<file path="config.mk">
export PLATFORM = sky130hd
export DESIGN_NAME = lstm_cell_update
export DESIGN_NICKNAME = d
export VERILOG_FILES = /design/src/rtl/lstm_pkg.sv /design/src/rtl/fx_shift_sat.sv /design/src/rtl/lstm_cell_update.sv
export SDC_FILE = /design/constraint.sdc
export NUM_CORES = 1
export LEC_CHECK = 0
export CAP_MARGIN = 30
export CORE_ASPECT_RATIO = 0.5
export CORE_MARGIN = 2
export CORE_UTILIZATION = 37
export DETAILED_ROUTE_END_ITERATION = 7
export GPL_ROUTABILITY_DRIVEN = 0
export GPL_TIMING_DRIVEN = 0
export HOLD_SLACK_MARGIN = 0.02
export SETUP_SLACK_MARGIN = 0.4
export SLEW_MARGIN = 5
export SYNTH_ARGS = -nofsm -noshare
export SYNTH_HDL_FRONTEND = slang
export SYNTH_SLANG_ARGS = --single-unit
</file>
<file path="constraint.sdc">
create_clock -name clk -period 9.2 [get_ports clk]
set_input_delay 0.92 -clock clk [delete_from_list [all_inputs] [get_ports clk]]
set_output_delay 0.92 -clock clk [all_outputs]
set_load 0.01 [all_outputs]
</file>
<file path="src/rtl/lstm_pkg.sv">
// Shared definitions for the LSTM cell-update datapath.
// Holds the Q-format constants, the FSM state type and a reference sat/shift helper.
package lstm_pkg;

    localparam int DATA_W  = 5;
    localparam int FRAC_W  = 2;
    localparam int ONE     = 1 << FRAC_W;
    localparam int SAT_MAX = (1 << (DATA_W - 1)) - 1;
    localparam int SAT_MIN = -(1 << (DATA_W - 1));

    typedef enum logic [2:0] {
        IDLE,
        FC,
        IG,
        CU,
        OH,
        DONE
    } state_t;

    // Integer form of the shift/saturate rule, for constant evaluation.
    function automatic int sat_shift(input int x, input int sh, input int w);
        int v;
        int hi;
        int lo;
        v  = x >>> sh;
        hi = (1 << (w - 1)) - 1;
        lo = -(1 << (w - 1));
        if (v > hi) return hi;
        if (v < lo) return lo;
        return v;
    endfunction

endpackage

</file>
<file path="src/rtl/fx_shift_sat.sv">
// Arithmetic right shift (floor) followed by saturation to a narrower signed word.
// Purely combinational; IN_W must be at least OUT_W.
module fx_shift_sat #(
    parameter int IN_W  = 11,
    parameter int OUT_W = 5,
    parameter int SHIFT = 2
) (
    input  logic signed [IN_W-1:0]  din,
    output logic signed [OUT_W-1:0] dout
);

    localparam logic signed [IN_W-1:0] MAXV = IN_W'((2 ** (OUT_W - 1)) - 1);
    localparam logic signed [IN_W-1:0] MINV = IN_W'(-(2 ** (OUT_W - 1)));

    logic signed [IN_W-1:0] shifted;

    always_comb begin
        shifted = din >>> SHIFT;
        if (shifted > MAXV)
            dout = MAXV[OUT_W-1:0];
        else if (shifted < MINV)
            dout = MINV[OUT_W-1:0];
        else
            dout = shifted[OUT_W-1:0];
    end

endmodule

</file>
<file path="src/rtl/lstm_cell_update.sv">
// LSTM cell/hidden state update: c = f*c + i*g, h = o*hardtanh(c).
// Elements are processed serially through one shared multiplier, four cycles per element.
module lstm_cell_update
    import lstm_pkg::*;
#(
    parameter int dataWidth  = DATA_W,
    parameter int fracWidth  = FRAC_W,
    parameter int hiddenSize = 3,
    parameter int gateWidth  = 2 * dataWidth + 1
) (
    input  logic                             clk,
    input  logic                             rst,
    input  logic                             clear_state,
    input  logic                             in_valid,
    output logic                             in_ready,
    input  logic [gateWidth*hiddenSize-1:0]  f_gate,
    input  logic [gateWidth*hiddenSize-1:0]  i_gate,
    input  logic [gateWidth*hiddenSize-1:0]  g_gate,
    input  logic [gateWidth*hiddenSize-1:0]  o_gate,
    output logic                             out_valid,
    input  logic                             out_ready,
    output logic [dataWidth*hiddenSize-1:0]  h_out,
    output logic [dataWidth*hiddenSize-1:0]  c_out
);

    localparam int IW = (hiddenSize > 1) ? $clog2(hiddenSize) : 1;
    localparam int PW = 2 * dataWidth;
    localparam logic [IW-1:0] LAST = IW'(hiddenSize - 1);
    localparam logic signed [dataWidth-1:0] POS_ONE = dataWidth'(1 << fracWidth);
    localparam logic signed [dataWidth-1:0] NEG_ONE = dataWidth'(-(1 << fracWidth));

    state_t state_q, state_d;
    logic [IW-1:0] idx_q;
    logic signed [gateWidth-1:0] acc_q;
    logic signed [dataWidth-1:0] fq [hiddenSize];
    logic signed [dataWidth-1:0] iq [hiddenSize];
    logic signed [dataWidth-1:0] gq [hiddenSize];
    logic signed [dataWidth-1:0] oq [hiddenSize];
    logic signed [dataWidth-1:0] c_q [hiddenSize];
    logic signed [dataWidth-1:0] h_q [hiddenSize];
    logic signed [dataWidth-1:0] f_new [hiddenSize];
    logic signed [dataWidth-1:0] i_new [hiddenSize];
    logic signed [dataWidth-1:0] g_new [hiddenSize];
    logic signed [dataWidth-1:0] o_new [hiddenSize];

    logic signed [dataWidth-1:0] mul_a, mul_b, c_sel, t_clamp, c_wb, h_wb;
    logic signed [PW-1:0] prod;

    for (genvar k = 0; k < hiddenSize; k++) begin : g_quant
        fx_shift_sat #(.IN_W(gateWidth), .OUT_W(dataWidth), .SHIFT(fracWidth)) u_qf (
            .din(f_gate[gateWidth*k +: gateWidth]), .dout(f_new[k]));
        fx_shift_sat #(.IN_W(gateWidth), .OUT_W(dataWidth), .SHIFT(fracWidth)) u_qi (
            .din(i_gate[gateWidth*k +: gateWidth]), .dout(i_new[k]));
        fx_shift_sat #(.IN_W(gateWidth), .OUT_W(dataWidth), .SHIFT(fracWidth)) u_qg (
            .din(g_gate[gateWidth*k +: gateWidth]), .dout(g_new[k]));
        fx_shift_sat #(.IN_W(gateWidth), .OUT_W(dataWidth), .SHIFT(fracWidth)) u_qo (
            .din(o_gate[gateWidth*k +: gateWidth]), .dout(o_new[k]));
    end

    // hardtanh on the freshly written cell value feeds the OH multiply
    always_comb begin
        c_sel = c_q[idx_q];
        if (c_sel > POS_ONE)
            t_clamp = POS_ONE;
        else if (c_sel < NEG_ONE)
            t_clamp = NEG_ONE;
        else
            t_clamp = c_sel;
    end

    always_comb begin
        mul_a = '0;
        mul_b = '0;
        case (state_q)
            FC: begin mul_a = fq[idx_q]; mul_b = c_sel;   end
            IG: begin mul_a = iq[idx_q]; mul_b = gq[idx_q]; end
            OH: begin mul_a = oq[idx_q]; mul_b = t_clamp; end
            default: ;
        endcase
    end

    assign prod = mul_a * mul_b;

    fx_shift_sat #(.IN_W(gateWidth), .OUT_W(dataWidth), .SHIFT(fracWidth)) u_cu (
        .din(acc_q), .dout(c_wb));
    fx_shift_sat #(.IN_W(PW), .OUT_W(dataWidth), .SHIFT(fracWidth)) u_oh (
        .din(prod), .dout(h_wb));

    always_ff @(posedge clk or negedge rst) begin
        if (!rst) state_q <= IDLE;
        else      state_q <= state_d;
    end

    always_comb begin
        state_d = state_q;
        case (state_q)
            IDLE: if (in_valid) state_d = FC;
            FC:   state_d = IG;
            IG:   state_d = CU;
            CU:   state_d = OH;
            OH:   state_d = (idx_q == LAST) ? DONE : FC;
            DONE: if (out_ready) state_d = IDLE;
            default: state_d = IDLE;
        endcase
    end

    assign in_ready  = rst && (state_q == IDLE);
    assign out_valid = (state_q == DONE);

    always_ff @(posedge clk or negedge rst) begin
        if (!rst) begin
            idx_q <= '0;
            acc_q <= '0;
            for (int unsigned k = 0; k < hiddenSize; k++) begin
                fq[k] <= '0; iq[k] <= '0; gq[k] <= '0; oq[k] <= '0;
                c_q[k] <= '0; h_q[k] <= '0;
            end
        end else begin
            case (state_q)
                IDLE: begin
                    if (clear_state) begin
                        for (int unsigned k = 0; k < hiddenSize; k++) begin
                            c_q[k] <= '0;
                            h_q[k] <= '0;
                        end
                    end
                    if (in_valid) begin
                        idx_q <= '0;
                        for (int unsigned k = 0; k < hiddenSize; k++) begin
                            fq[k] <= f_new[k]; iq[k] <= i_new[k];
                            gq[k] <= g_new[k]; oq[k] <= o_new[k];
                        end
                    end
                end
                FC: acc_q <= gateWidth'(prod);
                IG: acc_q <= acc_q + gateWidth'(prod);
                CU: c_q[idx_q] <= c_wb;
                OH: begin
                    h_q[idx_q] <= h_wb;
                    if (idx_q != LAST) idx_q <= idx_q + 1'b1;
                end
                default: ;
            endcase
        end
    end

    always_comb begin
        h_out = '0;
        c_out = '0;
        for (int unsigned k = 0; k < hiddenSize; k++) begin
            h_out[dataWidth*k +: dataWidth] = h_q[k];
            c_out[dataWidth*k +: dataWidth] = c_q[k];
        end
    end

endmodule

</file>
==> impl_metrics.env <==
export IMPL_grt_util_met1_pct=28.5
export IMPL_max_freq_mhz=135
export IMPL_n_fill_cell=1691
export IMPL_final_hold_violation_count=0
export IMPL_numPlacedInstances=1140
export IMPL_hold_slack_ns=0.405
export IMPL_critical_path_top_cell_by_count="sky130_fd_sc_hd__fa_1"
export IMPL_fin_setup_tns_ns=0
export IMPL_place_detailed_hpwl_um=14900
export IMPL_drt_first_iter_violations=404
export IMPL_area_growth_pct=31.6
export IMPL_dpl_instance_area_mm2=0.00840
export IMPL_leading_post_synthesis_cells_by_instance_count="148 x sky130_fd_sc_hd__nand2_1, 106 x sky130_fd_sc_hd__dfrtp_1, 99 x sky130_fd_sc_hd__o21ai_0"
export IMPL_synth_most_common_cell="sky130_fd_sc_hd__nand2_1"
export IMPL_timing_critical_path_slowest_stage_cell="sky130_fd_sc_hd__a2bb2oi_1"
export IMPL_antenna_found_initial=0
export IMPL_synth_top_cell_area_share_pct=39.9
export IMPL_postCtsSetupBuffers=0
export IMPL_antennaDiodeCount=0
export IMPL_total_power_mw=3.01
export IMPL_clk_pin_slew_ns=0.08
export IMPL_hold_path_class="in2async"
export IMPL_grt_first_pass_wirelength_um=31100
export IMPL_via_count_of_the_first_global_routing_pass=6166
export IMPL_die_w_um=193
export IMPL_required_arrival_time_at_the_worst_endpoint_ns=9.41
export IMPL_rsz_0062_raised_after_global_routing="no"
export IMPL_path_class="reg2reg"
export IMPL_coreArea_mm2=0.0175
export IMPL_reported_max_cap_violation_count=0
export IMPL_layout_cell_area_non_filler_mm2=0.00874
export IMPL_globalRouteOverflowTotal=0
export IMPL_cts_resized=0
export IMPL_start_util_pct=38.0
export IMPL_ordered_list_of_cells_on_the_worst_path="buf_2 > buf_2 > mux2_2 > a32oi_1 > nor2_1 > a311oi_1 > a2bb2oi_1 > nand2b_1 > fa_1 > fa_1 > fa_1 > fa_1 > nor2b_1 > o31a_1 > o21ai_0 > nand2b_1 > xor2_2 > inv_1 > ha_1 > nor2_1 > a21oi_1 > mux2i_1 > mux2_2 > o221ai_1"
export IMPL_io_buffers=144
export IMPL_cts_buffer_depth=2
export IMPL_worst_ir_drop_vdd_uv=162
export IMPL_clock_latency_ns=0.36
export IMPL_num_rows=34
export IMPL_avgRoutedWirePerCell_um=16.3
export IMPL_finish_cell_count_without_fillers=1156
export IMPL_synth_seq_cells=106
export IMPL_pin_count_of_the_biggest_net_entering_global_routing=84
export IMPL_clock_h_tree_levels=3
export IMPL_cellLeakagePower_nw=3.77
export IMPL_yosys_most_used_dff="sky130_fd_sc_hd__dfrtp_1"
export IMPL_finalSetupViolCount=0
export IMPL_global_route_usage_total_pct=20.4
export IMPL_design_final_nets=1101
export IMPL_ff_latch_area_mm2=0.00265
export IMPL_die_height_um=98.7
export IMPL_critical_path_peak_fanout=10
export IMPL_remaining_drc_errors=0
export IMPL_clock_root_buffer="sky130_fd_sc_hd__clkbuf_16"
export IMPL_post_synth_inst_count=761
export IMPL_detail_route_vias_per_cell=5.23
export IMPL_timing_final_crit_share_pct=80.3
export IMPL_startpoint_type="register"
export IMPL_total_wire_length_after_detailed_routing_um=18900
export IMPL_dieArea_mm2=0.0191
export IMPL_synth_edff_count=0
export IMPL_met3_usage_pct=4.11
export IMPL_tritoncts_buffer_count=9
export IMPL_met2_usage_pct=32.5
export IMPL_postSynthAreaPerCell_um2=8.73
export IMPL_io_pins=169
export IMPL_global_route_hottest_layer="met2"
export IMPL_worst_slew_pin_slew_ns=0.745
export IMPL_synth_seq_area_share_pct=39.9
export IMPL_worst_endpoint_arrival_ns=7.60
export IMPL_synth_top_cells_by_area="sky130_fd_sc_hd__dfrtp_1 40%, sky130_fd_sc_hd__nand2_1 8.4%, sky130_fd_sc_hd__o21ai_0 7.5%"
export IMPL_firstDrtPassIters=5
export IMPL_worst_clock_skew_ns=0.0101
export IMPL_run_status="complete, no violations"
export IMPL_synthesis_nets=945
export IMPL_cts_hold_buf=0
export IMPL_synth_cell_area_mm2=0.00664
export IMPL_powerDensity_mw_per_mm2=345
export IMPL_numClockSinks=106
export IMPL_synthArstFlopShare_pct=100
export IMPL_synth_largest_area_cell="sky130_fd_sc_hd__dfrtp_1"
export IMPL_path_delay_family="adder cells"
export IMPL_drive_above_1_share_pct=5.53
export IMPL_slew_headroom_pct=50.4
export IMPL_synth_lib_cells_used_distinct=51
export IMPL_clock_period_minus_final_worst_setup_slack_ns=7.39
export IMPL_cpPeakStageDelay_ns=0.54
export IMPL_end_kind="register"
export IMPL_multiInputGateArea_mm2=0.00373
export IMPL_route_vias_total=6041
export IMPL_postRouteAntennaNets=0
export IMPL_tritoncts="yes"
export IMPL_critical_path_buf_inv_count=3
export IMPL_ys_warn_count=0
export IMPL_maxSlewViolCount=0
worst register-to-register path: stages, from the launching register on:
cell                        delay [ns]
sky130_fd_sc_hd__dfrtp_1          0.36
sky130_fd_sc_hd__buf_2            0.25
sky130_fd_sc_hd__buf_2            0.33
sky130_fd_sc_hd__mux2_2           0.38
sky130_fd_sc_hd__a32oi_1          0.23
sky130_fd_sc_hd__nor2_1           0.07
sky130_fd_sc_hd__a311oi_1         0.36
sky130_fd_sc_hd__a2bb2oi_1        0.54
sky130_fd_sc_hd__nand2b_1         0.16
sky130_fd_sc_hd__fa_1             0.53
sky130_fd_sc_hd__fa_1             0.53
sky130_fd_sc_hd__fa_1             0.54
sky130_fd_sc_hd__fa_1             0.48
sky130_fd_sc_hd__nor2b_1          0.16
sky130_fd_sc_hd__o31a_1           0.16
sky130_fd_sc_hd__o21ai_0          0.08
sky130_fd_sc_hd__nand2b_1         0.11
sky130_fd_sc_hd__xor2_2           0.43
sky130_fd_sc_hd__inv_1            0.28
sky130_fd_sc_hd__ha_1             0.38
sky130_fd_sc_hd__nor2_1           0.05
sky130_fd_sc_hd__a21oi_1          0.33
sky130_fd_sc_hd__mux2i_1          0.24
sky130_fd_sc_hd__mux2_2           0.18
sky130_fd_sc_hd__o221ai_1         0.10
area by class of cell:
cell class	instances	share of cell area (%)
Sequential cell	106	30.4
Tap cell	234	3.35
Multi-Input combinational cell	589	42.7
Clock inverter	7	1.23
Clock buffer	9	2.58
Timing Repair Buffer	145	16.8
Inverter	38	1.63
Buffer	28	1.27
worst paths after layout:
check,from,to,slack [ns],depth (start not counted)
max,idx_q[1],acc_q[10],1.81,24
min,rst,iq[11],0.41,1
max reg2reg,idx_q[1],acc_q[10],1.81,24
min reg2reg,iq[0],iq[0],0.47,2
max in group asynchronous,rst,acc_q[4],8.09,2
min in group clk,iq[0],iq[0],0.47,2
placed cells by master, fill, tap and decap left out, types with 8 or more instances in the layout:
cell | netlist | final
sky130_fd_sc_hd__clkdlybuf4s50_1 | 0 | 143
sky130_fd_sc_hd__nor4_1 | 12 | 12
sky130_fd_sc_hd__nor2_1 | 60 | 60
sky130_fd_sc_hd__a21oi_1 | 48 | 48
sky130_fd_sc_hd__clkbuf_1 | 21 | 21
sky130_fd_sc_hd__ha_1 | 28 | 28
sky130_fd_sc_hd__nand2_1 | 148 | 148
sky130_fd_sc_hd__nor2b_1 | 8 | 8
sky130_fd_sc_hd__dfrtp_1 | 106 | 106
sky130_fd_sc_hd__inv_1 | 38 | 38
sky130_fd_sc_hd__fa_1 | 19 | 19
sky130_fd_sc_hd__and2_1 | 8 | 8
sky130_fd_sc_hd__clkbuf_16 | 0 | 9
sky130_fd_sc_hd__nand4_1 | 12 | 12
sky130_fd_sc_hd__o21ai_0 | 99 | 99
sky130_fd_sc_hd__mux2_2 | 18 | 18
sky130_fd_sc_hd__nor3_1 | 9 | 9
sky130_fd_sc_hd__a22oi_1 | 18 | 18
sky130_fd_sc_hd__mux2i_1 | 13 | 13
sky130_fd_sc_hd__xnor2_1 | 10 | 10
cells by family (layout without fill, tap and decap cells):
| group | Yosys count | after routing | share of synthesized area, % |
|---|---|---|---|
| and+or+nand+nor | 278 | 278 | 18.2 |
| AOI/OAI and AO/OA | 217 | 217 | 19.8 |
| DFF | 106 | 106 | 39.9 |
| buffers and inverters | 66 | 227 | 3.82 |
| adders and majority gates | 47 | 47 | 11.0 |
| muxes | 31 | 31 | 5.01 |
| xor gates and xnor gates | 16 | 16 | 2.22 |
where the power goes:
part	switching, mW	internal, mW
Clock	0.204	0.223
Combinational	1.07	0.729
Sequential	0.129	0.659
Total	1.40	1.61
metrics by stage:
stage	utilization [%]	setup WS [ns]
final	50.0	1.81
after global routing	50.0	1.35
after CTS	50.0	1.86
after detailed placement	48.1	1.88
after global placement	47.9	1.97
after floorplan	-	3.13
layer usage:
layer | vias up | part of all wire (%)
li1 | 2981 | -
met1 | 2882 | 49
met2 | 159 | 44
met3 | 19 | 5.5
met4 | 0 | 1.6
met5 | - | 0
registers in the layout, indices dropped and copies added (netlist names), 3 cells and up:
signal   flops
state_q      3
iq          15
acc_q       11
c_out       15
gq          15
oq          15
fq          15
h_out       15
Power figures use the tool's default switching activity.
